--- src/rtl/q_result_bcd_if.sv ---
// Handshake bundle between a Q-format result producer and the BCD formatter.
// The producer drives the i_* strobes and value; the formatter drives the o_* results.
`ifndef OUTPUTWIDTH
`define OUTPUTWIDTH 32
`endif

interface q_result_bcd_if #(
    parameter int M           = `OUTPUTWIDTH,
    parameter int FRAC        = 8,
    parameter int INT_DIGITS  = 8,
    parameter int FRAC_DIGITS = 3
);
    logic                       i_valid;
    logic                       i_error;
    logic [M-1:0]               i_val;
    logic                       o_busy;
    logic                       o_done;
    logic                       o_neg;
    logic                       o_err;
    logic [4*INT_DIGITS-1:0]    o_int_bcd;
    logic [4*FRAC_DIGITS-1:0]   o_frac_bcd;

    modport master (
        output i_valid, i_error, i_val,
        input  o_busy, o_done, o_neg, o_err, o_int_bcd, o_frac_bcd
    );

    modport slave (
        input  i_valid, i_error, i_val,
        output o_busy, o_done, o_neg, o_err, o_int_bcd, o_frac_bcd
    );
endinterface

--- src/rtl/q_result_bcd.sv ---
// Signed Q(M-FRAC).FRAC to sign + packed BCD converter: serial double-dabble for the
// integer part, repeated multiply-by-ten for the truncated fraction digits.
`ifndef OUTPUTWIDTH
`define OUTPUTWIDTH 32
`endif

module q_result_bcd #(
    parameter int M           = `OUTPUTWIDTH,
    parameter int FRAC        = 8,
    parameter int INT_DIGITS  = 8,
    parameter int FRAC_DIGITS = 3
) (
    input  logic        CLK,
    input  logic        RST,
    q_result_bcd_if.slave bus
);
    localparam int IW = M - FRAC;
    localparam int IB = 4 * INT_DIGITS;
    localparam int FB = 4 * FRAC_DIGITS;
    localparam int CW = $clog2(IW + FRAC_DIGITS + 1);

    typedef enum logic [1:0] {S_IDLE, S_INT, S_FRC, S_FIN} state_t;

    state_t          r_state;
    logic [CW-1:0]   r_cnt;
    logic            r_neg;
    logic            r_err;
    logic [IW-1:0]   r_int;
    logic [FRAC-1:0] r_frac;
    logic [IB-1:0]   r_bcd;
    logic [FB-1:0]   r_fbcd;
    logic            r_busy;
    logic            r_done;
    logic            r_o_neg;
    logic            r_o_err;
    logic [IB-1:0]   r_o_int;
    logic [FB-1:0]   r_o_frac;

    logic [M-1:0]    w_mag;
    logic [IB-1:0]   w_bcd_adj;
    logic [FRAC+3:0] w_f;

    assign w_mag = bus.i_val[M-1] ? -bus.i_val : bus.i_val;
    assign w_f   = {4'b0000, r_frac} * (FRAC+4)'(10);

    genvar gi;
    generate
        for (gi = 0; gi < INT_DIGITS; gi++) begin : g_dabble
            assign w_bcd_adj[4*gi +: 4] = (r_bcd[4*gi +: 4] >= 4'd5) ?
                                          r_bcd[4*gi +: 4] + 4'd3 : r_bcd[4*gi +: 4];
        end
    endgenerate

    always_ff @(posedge CLK) begin
        if (RST) begin
            r_state  <= S_IDLE;
            r_cnt    <= '0;
            r_neg    <= 1'b0;
            r_err    <= 1'b0;
            r_int    <= '0;
            r_frac   <= '0;
            r_bcd    <= '0;
            r_fbcd   <= '0;
            r_busy   <= 1'b0;
            r_done   <= 1'b0;
            r_o_neg  <= 1'b0;
            r_o_err  <= 1'b0;
            r_o_int  <= '0;
            r_o_frac <= '0;
        end else begin
            r_done <= 1'b0;
            case (r_state)
                S_IDLE: begin
                    if (bus.i_error) begin
                        // Error results spend one held cycle in FIN so done lands two edges out
                        r_err   <= 1'b1;
                        r_cnt   <= CW'(1);
                        r_busy  <= 1'b1;
                        r_state <= S_FIN;
                    end else if (bus.i_valid) begin
                        r_err   <= 1'b0;
                        r_neg   <= bus.i_val[M-1];
                        r_int   <= w_mag[M-1:FRAC];
                        r_frac  <= w_mag[FRAC-1:0];
                        r_bcd   <= '0;
                        r_fbcd  <= '0;
                        r_cnt   <= CW'(IW);
                        r_busy  <= 1'b1;
                        r_state <= S_INT;
                    end
                end
                S_INT: begin
                    r_bcd <= {w_bcd_adj[IB-2:0], r_int[IW-1]};
                    r_int <= {r_int[IW-2:0], 1'b0};
                    r_cnt <= r_cnt - CW'(1);
                    if (r_cnt == CW'(1)) begin
                        r_cnt   <= CW'(FRAC_DIGITS);
                        r_state <= S_FRC;
                    end
                end
                S_FRC: begin
                    r_fbcd <= (r_fbcd << 4) | FB'(w_f[FRAC+3:FRAC]);
                    r_frac <= w_f[FRAC-1:0];
                    r_cnt  <= r_cnt - CW'(1);
                    if (r_cnt == CW'(1)) begin
                        r_state <= S_FIN;
                    end
                end
                S_FIN: begin
                    if (r_cnt != '0) begin
                        r_cnt <= r_cnt - CW'(1);
                    end else begin
                        r_o_neg  <= r_err ? 1'b0 : r_neg;
                        r_o_err  <= r_err;
                        r_o_int  <= r_err ? '0 : r_bcd;
                        r_o_frac <= r_err ? '0 : r_fbcd;
                        r_done   <= 1'b1;
                        r_busy   <= 1'b0;
                        r_state  <= S_IDLE;
                    end
                end
                default: r_state <= S_IDLE;
            endcase
        end
    end

    assign bus.o_busy     = r_busy;
    assign bus.o_done     = r_done;
    assign bus.o_neg      = r_o_neg;
    assign bus.o_err      = r_o_err;
    assign bus.o_int_bcd  = r_o_int;
    assign bus.o_frac_bcd = r_o_frac;
endmodule

--- src/flat_wrapper.sv ---
// flat-port wrapper written by rule: the top's interface ports become plain ports
module q_result_bcd_flat 
#(
    parameter int M           = `OUTPUTWIDTH,
    parameter int FRAC        = 8,
    parameter int INT_DIGITS  = 8,
    parameter int FRAC_DIGITS = 3
)
  (CLK, RST, bus_i_valid, bus_i_error, bus_i_val, bus_o_busy, bus_o_done, bus_o_neg, bus_o_err, bus_o_int_bcd, bus_o_frac_bcd);
  q_result_bcd_if #(.M(M), .FRAC(FRAC), .INT_DIGITS(INT_DIGITS), .FRAC_DIGITS(FRAC_DIGITS)) bus_i ();
  input  logic CLK;
  input  logic RST;
  input wire logic [$bits(bus_i.i_valid)-1:0] bus_i_valid;
  input wire logic [$bits(bus_i.i_error)-1:0] bus_i_error;
  input wire logic [$bits(bus_i.i_val)-1:0] bus_i_val;
  output wire logic [$bits(bus_i.o_busy)-1:0] bus_o_busy;
  output wire logic [$bits(bus_i.o_done)-1:0] bus_o_done;
  output wire logic [$bits(bus_i.o_neg)-1:0] bus_o_neg;
  output wire logic [$bits(bus_i.o_err)-1:0] bus_o_err;
  output wire logic [$bits(bus_i.o_int_bcd)-1:0] bus_o_int_bcd;
  output wire logic [$bits(bus_i.o_frac_bcd)-1:0] bus_o_frac_bcd;
  assign bus_i.i_valid = bus_i_valid;
  assign bus_i.i_error = bus_i_error;
  assign bus_i.i_val = bus_i_val;
  assign bus_o_busy = bus_i.o_busy;
  assign bus_o_done = bus_i.o_done;
  assign bus_o_neg = bus_i.o_neg;
  assign bus_o_err = bus_i.o_err;
  assign bus_o_int_bcd = bus_i.o_int_bcd;
  assign bus_o_frac_bcd = bus_i.o_frac_bcd;
  q_result_bcd #(.M(M), .FRAC(FRAC), .INT_DIGITS(INT_DIGITS), .FRAC_DIGITS(FRAC_DIGITS)) u_core (.CLK(CLK), .RST(RST), .bus(bus_i));
endmodule
--- config.mk ---
export PLATFORM = sky130hd
export DESIGN_NAME = q_result_bcd_flat
export DESIGN_NICKNAME = d
export VERILOG_FILES = /design/src/rtl/q_result_bcd_if.sv /design/src/rtl/q_result_bcd.sv /design/src/flat_wrapper.sv
export SDC_FILE = /design/constraint.sdc
export NUM_CORES = 1
export LEC_CHECK = 0
export ABC_AREA = 1
export ABC_CLOCK_PERIOD_IN_PS = 6070
export BUFFER_PORTS_ARGS = -buffer_cell sky130_fd_sc_hd__buf_2
export CAP_MARGIN = 20
export CORE_MARGIN = 1.5
export CORE_UTILIZATION = 30
export CTS_CLUSTER_SIZE = 14
export DETAILED_ROUTE_END_ITERATION = 10
export HOLD_SLACK_MARGIN = 0.1
export PLACE_DENSITY = 0.51
export SETUP_SLACK_MARGIN = 0.05
export SLEW_MARGIN = 20
export SYNTH_ARGS = -nofsm -noshare
export SYNTH_HDL_FRONTEND = slang
export SYNTH_SLANG_ARGS = --single-unit
--- constraint.sdc ---
create_clock -name CLK -period 6.07 [get_ports CLK]
set_clock_uncertainty 0.05 [all_clocks]
set_input_delay 0.9105 -clock CLK [delete_from_list [all_inputs] [get_ports CLK]]
set_output_delay 0.9105 -clock CLK [all_outputs]
set_load 0.05 [all_outputs]
Word-level counts from Yosys, hierarchy flattened
Cells that the tools add are included.
{ "totals": {"out_inout_bits": 48, "regBits": 133, "inputBits": 36} }
{ "classes": {"eq_ne": 11, "magnitude_cmp": 8, "reduce_logical": 15, "bitwise_logic": 4, "n_addsub": 10, "n_mux": 42, "mul": 1} }
{ "op_table": {"columns": ["operator", "count"], "rows": [
  ["32-bit 2-to-1 mux", 4],
  ["32-bit case mux with 2 select lines", 1],
  ["24-bit 2-to-1 mux", 2],
  ["24-bit case mux with 2 select lines", 1],
  ["12-bit 2-to-1 mux", 3],
  ["4-bit by 3-bit >= comparator with 1-bit output (second input constant)", 8],
  ["32-bit negation", 1],
  ["4-bit by 2-bit adder with 4-bit output (second input constant)", 7],
  ["4-bit 2-to-1 mux", 7],
  ["12-bit case mux with 2 select lines", 1],
  ["5-bit 2-to-1 mux", 4],
  ["5-bit case mux with 4 select lines", 1],
  ["8-bit 2-to-1 mux", 2],
  ["8-bit case mux with 2 select lines", 1],
  ["12-bit by 4-bit bitwise OR with 12-bit output", 1],
  ["3-bit AND reduction", 4],
  ["8-bit by 3-bit multiplier with 11-bit output (second input constant)", 1],
  ["2-bit 2-to-1 mux", 5],
  ["2-bit case mux with 4 select lines", 1],
  ["2-bit nonzero test", 4],
  ["1-bit 2-to-1 mux", 7],
  ["2-bit by 1-bit != test with 1-bit output (second input constant)", 3],
  ["2-bit != test (second input constant)", 3],
  ["2-bit AND reduction", 3],
  ["13 further kinds", 16]
]} }

Depth between registers and ports, before layout
{ "depth": {"depth_word": 5, "ltp_mapped": 17, "depth_no_buf": 17} }

Worst setup path before layout
No wires, ideal clock.
{ "synth_path": {"path_kind": "input -> register", "from": "input port bus_i_val[1]", "to": "register u_core.r_int[14]", "path_stages": 10, "t_arrival_ns": 2.050, "path_slack_ns": 3.900, "n_path_buf": 0, "cell_sequence": "inv_1 -> ha_1 -> nand2_1 -> nand2_1 -> nand3_2 -> nor2_2 -> nand3_1 -> nand2_1 -> nand3_1 -> a21oi_1"} }
{ "synth_via": {"elab_chain_len": 5} }
{ "synth_lines": {"columns": ["item", "line", "text"], "rows": [
  ["from (decl)", "flat_wrapper.sv:15", "input wire logic [$bits(bus_i.i_val)-1:0] bus_i_val;"],
  ["32-bit negation", "q_result_bcd.sv:43", "assign w_mag = bus.i_val[M-1] ? -bus.i_val : bus.i_val;"],
  ["32-bit 2-to-1 mux", "q_result_bcd.sv:43", null],
  ["24-bit 2-to-1 mux", "q_result_bcd.sv:80", "end else if (bus.i_valid) begin"],
  ["24-bit 2-to-1 mux", "q_result_bcd.sv:74", "if (bus.i_error) begin"],
  ["24-bit case mux with 2 select lines", "q_result_bcd.sv:72", "case (r_state)"],
  ["to (signal assigned)", "q_result_bcd.sv:83", "r_int <= w_mag[M-1:FRAC];"],
  ["to (signal assigned)", "q_result_bcd.sv:94", "r_int <= {r_int[IW-2:0], 1'b0};"],
  ["to (decl)", "q_result_bcd.sv:28", "logic [IW-1:0] r_int;"]
]} }
Every way passes these cells. The select of a mux whose other input is x is not followed.
A chain may end at the register's enable or synchronous reset.

Final worst setup path
{ "layout_path": {"from": "register u_core.r_state[0]", "to": "register u_core.r_bcd[15]"} }
{ "layout_via": {"elab_chain_len": 3} }
{ "layout_lines": {"columns": ["item", "line", "text"], "rows": [
  ["from (decl)", "q_result_bcd.sv:24", "state_t r_state;"],
  ["from (signal assigned)", "q_result_bcd.sv:56", "r_state <= S_IDLE;"],
  ["from (signal assigned)", "q_result_bcd.sv:79", "r_state <= S_FIN;"],
  ["from (signal assigned)", "q_result_bcd.sv:89", "r_state <= S_INT;"],
  ["2-bit by 1-bit == test with 1-bit output or 2-bit logical NOT (tied branches)", "q_result_bcd.sv:72", null],
  ["2-bit nonzero test (no source line) or 2-bit != test (tied branches)", null, null],
  ["3-bit AND reduction (no source line)", null, null],
  ["to (signal assigned)", "q_result_bcd.sv:93", "r_bcd <= {w_bcd_adj[IB-2:0], r_int[IW-1]};"],
  ["to (decl)", "q_result_bcd.sv:30", "logic [IB-1:0] r_bcd;"]
]} }
Parallel ways exist; a longest one is shown, timed or not.

==> flow_summary.json <==
{
  "ctsRootBufferMaster": "clkbuf_16",
  "instances_no_fill": 1402,
  "grt_pass1_wl_mm": 30.3,
  "grt_pass1_vias": 6072,
  "power.density_mw_per_mm2": 376,
  "syn_nets": 1088,
  "finalMaxSlewViolations": 0,
  "drive_gt1_share_pct": 12.7,
  "grt_max_degree": 68,
  "maxCapViolCount": 0,
  "place_inst": 1370,
  "via_per_inst": 4.68,
  "synth_top_cell_by_area": "dfxtp_1",
  "synth_top_area_share_pct": 37.8,
  "critPathMaxFanout": 38,
  "crit_chain": "inv_1, ha_1, inv_2, nor2_2, inv_2, nor2_4, a21oi_4, buf_4, a31oi_1, a211oi_1",
  "synth_ff_type": "dfxtp_1",
  "portBuffers": 83,
  "grtUsageTotal_pct": 15.4,
  "rsz0062_at_grt": "false",
  "syn_to_final_growth_pct": 17.7,
  "hold_buffers": 0,
  "routed_wl_mm": 18.0,
  "chipHeight_um": 156,
  "drt_iter0_markers": 414,
  "critPathRequiredTime_ps": 6350,
  "hpwlAfterDp_mm": 12.3,
  "ys_ff_latch": 133,
  "syn_avg_cell_area_um2": 6.94,
  "cts_buffers": 17,
  "path_buf_inv": 4,
  "cp_top_family": "buffers and inverters",
  "vias": 6562,
  "yosysWarnings": 0,
  "fillCellCount": 2500,
  "fmax_mhz": 388,
  "synthArstFlopShare_pct": 0,
  "fin_crit_sh_pct": 42.5,
  "cp_slowest_stage_delay_ps": 560,
  "hold_path_class": "reg2reg",
  "leakagePower_uw": 0.00349,
  "synth.area.top_cells": "dfxtp_1, nand2_1, a21oi_1",
  "dieArea_mm2": 0.0244,
  "hold_violations": 0,
  "core_mm2": 0.0228,
  "ys_seq_area_share_pct": 37.8,
  "pin_count": 84,
  "critPathKind": "reg2reg",
  "cp_common_cell": "inv_2",
  "insertion_delay_ps": 420,
  "htree_levels": 4,
  "start_util_pct": 30.8,
  "yosysMostFrequentCell": "nand2_1",
  "antenna_cells": 0,
  "cts_sinks": 133,
  "clkTransAtPathRegs_ps": 60,
  "synth_edf_count": 0,
  "gp_congestion": 0.870,
  "rows": 55,
  "overflow": 0,
  "period_minus_slack_ps": 2580,
  "drcViolationCount": 0,
  "post_synth_instance_area_mm2": 0.00704,
  "cts_tree": "built",
  "status": "complete, no violations",
  "synth.distinct_cells": 37,
  "start_kind": "flip-flop",
  "cts_resized": 0,
  "postSynthCellCount": 1015,
  "vdd_drop_max_mv": 0.198,
  "crit_slowest_cell": "a21oi_4",
  "tightest_slew_ps": 931,
  "setup_viol": 0,
  "cp_data_arrival_time_ps": 2860,
  "drtAntennaViolNets": 0,
  "finalSetupTns_ps": 0,
  "antenna_found_initial": 0,
  "firstDrtPassIters": 5,
  "endpoint_kind": "flip-flop",
  "postCtsSetupBuffers": 0,
  "routedWlPerCell_um": 12.8,
  "clockBufferDepth": 2,
  "synth_common_cells": "nand2_1, a21oi_1, dfxtp_1",
  "nets": 1149,
  "worst_slew_margin_rel_pct": 37.8,
  "die_x_um": 156
}
-- state kept, by name (all words and copies together), names as in the netlist --
name                   flops
u_core.r_int              24
u_core.r_err               1
u_core.r_state             2
u_core.r_frac              8
u_core.bus.o_err           1
u_core.bus.o_busy          1
u_core.r_bcd              32
u_core.r_neg               1
u_core.r_cnt               5
u_core.bus.o_frac_bcd     12
u_core.bus.o_done          1
u_core.bus.o_int_bcd      32
u_core.r_fbcd             12
u_core.bus.o_neg           1
-- area by class of cell --
cell class | instances | area [um2] | share of cell area (%)
clock buffers | 23 | 488 | 5.89
clock inverters | 9 | 124 | 1.49
repair buffers | 88 | 455 | 5.49
well taps | 313 | 392 | 4.72
multi-input cells | 744 | 3820 | 46.1
flip-flops and latches | 133 | 2660 | 32.1
inverters | 92 | 345 | 4.17
-- metrics by stage --
stage	area [um2]	total power [uW]	setup slack, ps	hold slack [ps]	util, %
floorplan	7040	1850	3900	387	-
global placement	7680	2080	3410	394	33.6
detailed placement	7680	2070	3400	396	33.6
CTS	8290	3140	3470	404	36.3
global route	8290	3340	3250	426	36.3
finish	8290	3110	3490	400	36.3
-- power by group --
part / total (uW) / switching (uW) / internal [uW]
combinational: 951 / 655 / 295
clock: 1060 / 372 / 686
sequential: 1100 / 95.4 / 1010
-- worst min-delay path: cells and delay by family, from the launching register on --
family                 cells  cell delay, ps
flip-flops                 1             300
AO/OA/AOI/OAI              1              50
buffers and inverters      1              40
-- final timing paths --
kind	start	end	slack [ps]	cells after the start
max	u_core.r_state[0]	u_core.r_bcd[15]	3490	10
min	u_core.bus.o_busy	u_core.bus.o_busy	400	2
max reg2reg	u_core.r_state[0]	u_core.r_bcd[15]	3490	10
min reg2reg	u_core.bus.o_busy	u_core.bus.o_busy	400	2
-- layer usage --
metal	GRT usage (%)	share of wire [%]	wire (um)
met3	3.44	4.2	757
met5	0	0	0
met1	22.0	53	9490
met2	22.9	42	7560
met4	4.67	1.1	206
-- cell usage in the layout (no fill, tap or decap), types with 9 or more instances in the layout --
| cell | instances |
|---|---|
| xor2_1 | 11 |
| a21oi_1 | 161 |
| nor3_1 | 10 |
| nor2_1 | 57 |
| buf_2 | 82 |
| nand4_1 | 9 |
| ha_1 | 36 |
| o21ai_0 | 60 |
| nand3_1 | 64 |
| dfxtp_1 | 133 |
| a211oi_1 | 11 |
| a31oi_1 | 12 |
| inv_1 | 86 |
| nand2_1 | 265 |
| clkbuf_16 | 17 |
-- cell families (layout without fill, tap and decap cells) --
group / after synthesis / count (layout) / share of synthesized area [%]
fa+ha+maj: 37 / 37 / 6.68
simple gates: 426 / 426 / 25.6
xor+xnor: 14 / 14 / 1.74
compound gates: 267 / 267 / 20.3
flops: 133 / 133 / 37.8
buf+inv: 138 / 212 / 7.89
Power figures use the tool's default switching activity.
